--- src/rtl/bus_pkg.sv ---
// Shared types and helpers for the round-robin packet router.
package bus_pkg;

    // Destination ID occupies the top byte of every packet.
    localparam int unsigned IdW = 8;

    localparam logic [IdW-1:0] BcastIdDefault = 8'hFF;

    // Upper bound on packet width accepted by dest_id().
    localparam int unsigned MaxPktW = 1024;

    typedef enum logic [1:0] {
        StIdle    = 2'd0,
        StPop     = 2'd1,
        StDeliver = 2'd2
    } state_e;

    // Extract the destination ID from a zero-extended packet of width pkt_w.
    function automatic logic [IdW-1:0] dest_id(input logic [MaxPktW-1:0] pkt,
                                               input int unsigned pkt_w);
        return IdW'(pkt >> (pkt_w - IdW));
    endfunction

endpackage

--- src/rtl/rr_arbiter.sv ---
// Combinational round-robin arbiter: searches from (last+1) mod N upward.
module rr_arbiter #(
    parameter int unsigned N = 4
) (
    input  logic [N-1:0]         req,
    input  logic [$clog2(N)-1:0] last,
    output logic [$clog2(N)-1:0] gnt_idx,
    output logic                 any_req
);

    localparam int unsigned IdxW = $clog2(N);

    int unsigned idx;
    logic        found;

    // Walk the ring once starting after the previous winner; first requester wins.
    always_comb begin
        gnt_idx = '0;
        found   = 1'b0;
        idx     = 0;
        for (int unsigned off = 1; off <= N; off++) begin
            idx = 32'(last) + off;
            if (idx >= N) begin
                idx = idx - N;
            end
            if (!found && req[idx[IdxW-1:0]]) begin
                found   = 1'b1;
                gnt_idx = idx[IdxW-1:0];
            end
        end
    end

    assign any_req = |req;

endmodule

--- src/rtl/bus_rr_router.sv ---
// Round-robin packet router: pops one packet per 3 cycles from a granted device
// and delivers it unicast or broadcast, with saturating delivered/dropped counters.
module bus_rr_router
    import bus_pkg::*;
#(
    parameter int unsigned    DRVRS     = 4,
    parameter int unsigned    PCKG_SZ   = 16,
    parameter logic [IdW-1:0] BROADCAST = BcastIdDefault,
    parameter int unsigned    CNT_W     = 16
) (
    input  logic                            clk,
    input  logic                            reset,
    input  logic [DRVRS-1:0]                pndng,
    input  logic [DRVRS-1:0][PCKG_SZ-1:0]   D_pop,
    output logic [DRVRS-1:0]                pop,
    output logic [DRVRS-1:0]                push,
    output logic [DRVRS-1:0][PCKG_SZ-1:0]   D_push,
    output logic                            busy,
    output logic [CNT_W-1:0]                pkt_cnt,
    output logic [CNT_W-1:0]                drop_cnt
);

    localparam int unsigned IdxW = $clog2(DRVRS);

    state_e               state_q;
    // Holds the current grant from IDLE->POP onward, and doubles as the RR pointer.
    logic [IdxW-1:0]      last_q;
    logic [PCKG_SZ-1:0]   pkt_q;
    logic [CNT_W-1:0]     pkt_cnt_q;
    logic [CNT_W-1:0]     drop_cnt_q;

    logic [IdxW-1:0]      arb_gnt;
    logic                 arb_any;
    logic [IdW-1:0]       dest;
    logic                 is_bcast;
    logic                 is_ucast;
    logic                 deliver_ok;

    rr_arbiter #(
        .N(DRVRS)
    ) u_arb (
        .req    (pndng),
        .last   (last_q),
        .gnt_idx(arb_gnt),
        .any_req(arb_any)
    );

    assign dest       = dest_id(MaxPktW'(pkt_q), PCKG_SZ);
    assign is_bcast   = (dest == BROADCAST);
    assign is_ucast   = (32'(dest) < DRVRS) && (dest != IdW'(last_q));
    assign deliver_ok = is_bcast || is_ucast;

    // FSM, packet capture and saturating statistics.
    always_ff @(posedge clk) begin
        if (reset) begin
            state_q    <= StIdle;
            last_q     <= IdxW'(DRVRS - 1);
            pkt_q      <= '0;
            pkt_cnt_q  <= '0;
            drop_cnt_q <= '0;
        end else begin
            case (state_q)
                StIdle: begin
                    if (arb_any) begin
                        last_q  <= arb_gnt;
                        state_q <= StPop;
                    end
                end
                StPop: begin
                    pkt_q   <= D_pop[last_q];
                    state_q <= StDeliver;
                end
                StDeliver: begin
                    if (deliver_ok) begin
                        if (pkt_cnt_q != {CNT_W{1'b1}}) begin
                            pkt_cnt_q <= pkt_cnt_q + CNT_W'(1);
                        end
                    end else if (drop_cnt_q != {CNT_W{1'b1}}) begin
                        drop_cnt_q <= drop_cnt_q + CNT_W'(1);
                    end
                    state_q <= StIdle;
                end
                default: state_q <= StIdle;
            endcase
        end
    end

    // Strobe and data decode; reset masks strobes so an aborted transfer emits nothing.
    always_comb begin
        pop    = '0;
        push   = '0;
        D_push = '0;
        if (!reset) begin
            if (state_q == StPop) begin
                pop[last_q] = 1'b1;
            end
            if (state_q == StDeliver) begin
                if (is_bcast) begin
                    push         = '1;
                    push[last_q] = 1'b0;
                end else if (is_ucast) begin
                    push[dest[IdxW-1:0]] = 1'b1;
                end
            end
        end
        for (int unsigned i = 0; i < DRVRS; i++) begin
            if (push[i]) begin
                D_push[i] = pkt_q;
            end
        end
    end

    assign busy     = (state_q != StIdle) && !reset;
    assign pkt_cnt  = pkt_cnt_q;
    assign drop_cnt = drop_cnt_q;

endmodule

--- config.mk ---
export PLATFORM = sky130hd
export DESIGN_NAME = bus_rr_router
export DESIGN_NICKNAME = d
export VERILOG_FILES = /design/src/rtl/bus_pkg.sv /design/src/rtl/rr_arbiter.sv /design/src/rtl/bus_rr_router.sv
export SDC_FILE = /design/constraint.sdc
export NUM_CORES = 1
export LEC_CHECK = 0
export CAP_MARGIN = 20
export CORE_UTILIZATION = 45
export CTS_BUF_LIST = sky130_fd_sc_hd__clkbuf_8 sky130_fd_sc_hd__clkbuf_16
export CTS_CLUSTER_DIAMETER = 200
export DETAILED_ROUTE_END_ITERATION = 10
export DONT_BUFFER_PORTS = 1
export PLACE_DENSITY = 0.58
export SLEW_MARGIN = 20
export SYNTH_ARGS = -nofsm -noshare
export SYNTH_HDL_FRONTEND = slang
export SYNTH_HIERARCHICAL = 1
export SYNTH_SLANG_ARGS = --single-unit
export TNS_END_PERCENT = 50
--- constraint.sdc ---
create_clock -name clk -period 2.15 [get_ports clk]
set_input_delay 0.1075 -clock clk [delete_from_list [all_inputs] [get_ports clk]]
set_output_delay 0.1075 -clock clk [all_outputs]
set_load 0.02 [all_outputs]
==> flow_metrics.tcl <==
set metrics [dict create \
    finalCriticalPeriod_ns 2.14 \
    fin_ws_ns 0.0115 \
    async_flop_share_pct 0 \
    worstPathMaxFanout 8 \
    grt_usage_pct 22.5 \
    ys_ff_latch 52 \
    routedWlPerCell_um 17.0 \
    clockBufferDepth 2 \
    cts_tree "yes" \
    totalPowerFinal_uw 2050 \
    r2r_cells 6 \
    hold_depth 2 \
    antenna_found_initial 0 \
    synth_flop_cell "dfxtp_1" \
    slew_violations 0 \
    crit_chain "nand4_1 -> or2_1 -> buf_6 -> o22ai_2 -> nor3b_4 -> buf_6 -> and2_4" \
    placed_area_um2 3920 \
    n_antenna_cell 0 \
    die_width_um 89.4 \
    fin_area_um2 4260 \
    period_share_pct 99.5 \
    grt_max_degree 51 \
    root_buffer "clkbuf_8" \
    p_leak_uw 0.00160 \
    grt_overflow_total 0 \
    tns_ns 0 \
    grt_pass1_wl_mm 13.7 \
    final.setup_skew_ns 0.0114 \
    ir_drop_mv 0.275 \
    yosysTopAreaCell "dfxtp_1" \
    avgSynthCellArea_um2 8.06 \
    min-delay-start "reset" \
    slew_headroom_pct 61.6 \
    dp_slack_ns 0.0688 \
    reg2reg_from "pkt_q[14]" \
    tightestPinTransition_ns 0.571 \
    critPathMaxStageDelay_ns 0.37 \
    syn_nets 498 \
    clock_latency_ns 0.30 \
    power_density_nw_per_um2 481 \
    grt_pass1_vias 2765 \
    synth-warning-count 6 \
    clock.fmax_mhz 468 \
    crit_slowest_cell "dfxtp_2" \
    cts_buffers 5 \
    yosysTopAreaCellShare_pct 30.3 \
    htree_levels 2 \
    synth_area_um2 3430 \
    layoutNonFillerInstCount 570 \
    ant_nets 0 \
    dr.pass1.iters 4 \
    viasPerCell 5.97 \
    critPathRequiredTime_ns 2.04 \
    end_kind "output port" \
    netlist_instances 426 \
    drive_gt1_share_pct 36.7 \
    clock-sinks 52 \
    hpwl_mm 6.85 \
    final_nets 545 \
    dp_cells 559 \
    ys_types 50 \
    start_util_pct 46.9 \
    arrival_ns 2.03 \
    port_buffers 0 \
    crit_type "reg2out" \
    hp-class "in2reg" \
    setup_viol 0 \
    syn2layout_area_growth_pct 23.9 \
    synth.area.top_cells "dfxtp_1, and2_1, mux4_2" \
    drt_iter0_markers 142 \
    rsz0062_at_grt "yes" \
    outcome "completed" \
    wirelength_mm 9.68 \
    synth-seq-area-share_pct 30.3 \
    start_kind "register" \
    io_pins 175 \
    finalHoldViolations 0 \
    route.detailed.drc 0 \
    crit_start "pkt_q[14]" \
    dieArea_um2 7990 \
    core_um2 7330 \
    gp_congestion 0.832 \
    die_y_um 89.4 \
    synth_edf_count 0 \
    clkTransAtPathRegs_ns 0.09 \
    vias 3401 \
    rows 31 \
    cpMostUsedCell "buf_6" \
    cap_violations 0 \
]
## cell usage after synthesis, types with 7 or more instances
master / number
nand3_1: 14
nor2_1: 18
nand2_1: 51
mux4_2: 16
or4_1: 9
clkbuf_1: 22
o31ai_1: 8
or3_1: 11
and3_1: 8
dfxtp_1: 52
nor3_1: 12
o21ai_0: 15
and2_1: 61
nand4_1: 7
a21oi_1: 46
## metal layers
layer  track usage [%]  wire length, um
met1              28.5             3960
met3              5.17              639
met2              38.4             4940
met5                 0                0
met4              6.35              140
## critical path, delay by kind of cell, from the launching register on
family | cells | cell delay, ns
AOI/OAI and AO/OA | 1 | 0.08
buffers and inverters | 2 | 0.32
DFF | 1 | 0.37
and+or+nand+nor | 4 | 0.94
## final timing paths
kind / slack (ns) / to
setup / recovery: 0.01 / D_push[14]
hold reg to reg: 0.47 / pkt_q[15]
setup reg to reg: 0.08 / pkt_cnt[4]
hold / removal: 0.02 / drop_cnt[6]
## cell usage in the layout, fill, tap and decap left out, types with 7 or more instances in the layout
master / Yosys / final
and2_4: 0 / 31
dfxtp_2: 0 / 8
mux4_2: 16 / 16
nor3_1: 12 / 11
o31ai_1: 8 / 8
nand4_1: 7 / 7
and3_1: 8 / 8
nand2_1: 51 / 51
buf_6: 0 / 7
o21ai_0: 15 / 15
nand3_1: 14 / 14
nor2_1: 18 / 17
or4_1: 9 / 9
dfxtp_1: 52 / 44
buf_4: 0 / 60
and2_2: 0 / 29
a21oi_1: 46 / 46
or3_1: 11 / 11
## power breakdown
group | internal [uW] | switching [uW] | total (uW)
clock network | 211 | 299 | 510
logic | 228 | 259 | 487
registers | 1010 | 42.4 | 1050
## per-stage QoR
| step | hold WS (ns) | utilization, % |
|---|---|---|
| 2_1_floorplan | 0.374 | - |
| 3_3_place_gp | 0.183 | 53.5 |
| 3_5_place_dp | 0.184 | 53.5 |
| 4_1_cts | 0.0156 | 55.4 |
| 5_1_grt | 0.0146 | 58.1 |
| 6_report | 0.0213 | 58.1 |
## sequential cells by signal, indices dropped and copies added, names as in the netlist
register	count
drop_cnt	16
last_q	2
pkt_cnt	16
pkt_q	16
state_q	2
## logic make-up (layout without fill, tap and decap cells)
| family | Yosys count | count (layout) | share of synthesized area (%) |
|---|---|---|---|
| multiplexers | 20 | 20 | 11.7 |
| adder cells (fa/ha/maj) | 2 | 2 | 0.728 |
| XOR/XNOR | 4 | 4 | 1.02 |
| buffers and inverters | 33 | 78 | 3.79 |
| flip-flops | 52 | 52 | 30.3 |
| AND/OR/NAND/NOR | 227 | 227 | 37.1 |
| AO/OA/AOI/OAI | 88 | 88 | 15.3 |
## what timing repair did
item / in CTS / in global routing
gates resized for setup: 24 / 94
buffers inserted: 1 / 3
gates cloned: 0 / 2
pin swaps: 2 / 5
hold buffers: 1 / 0
hold endpoints to repair: 50 / 0
setup endpoints to repair: 50 / 69
## area by class of cell
type	count	area, um^2
fill	690	3070
multi-input combinational	341	2430
sequential	52	1050
timing repair buffer	69	569
tap	99	124
clock buffer	5	68.8
inverter	4	15.0
Power figures use the tool's default switching activity.
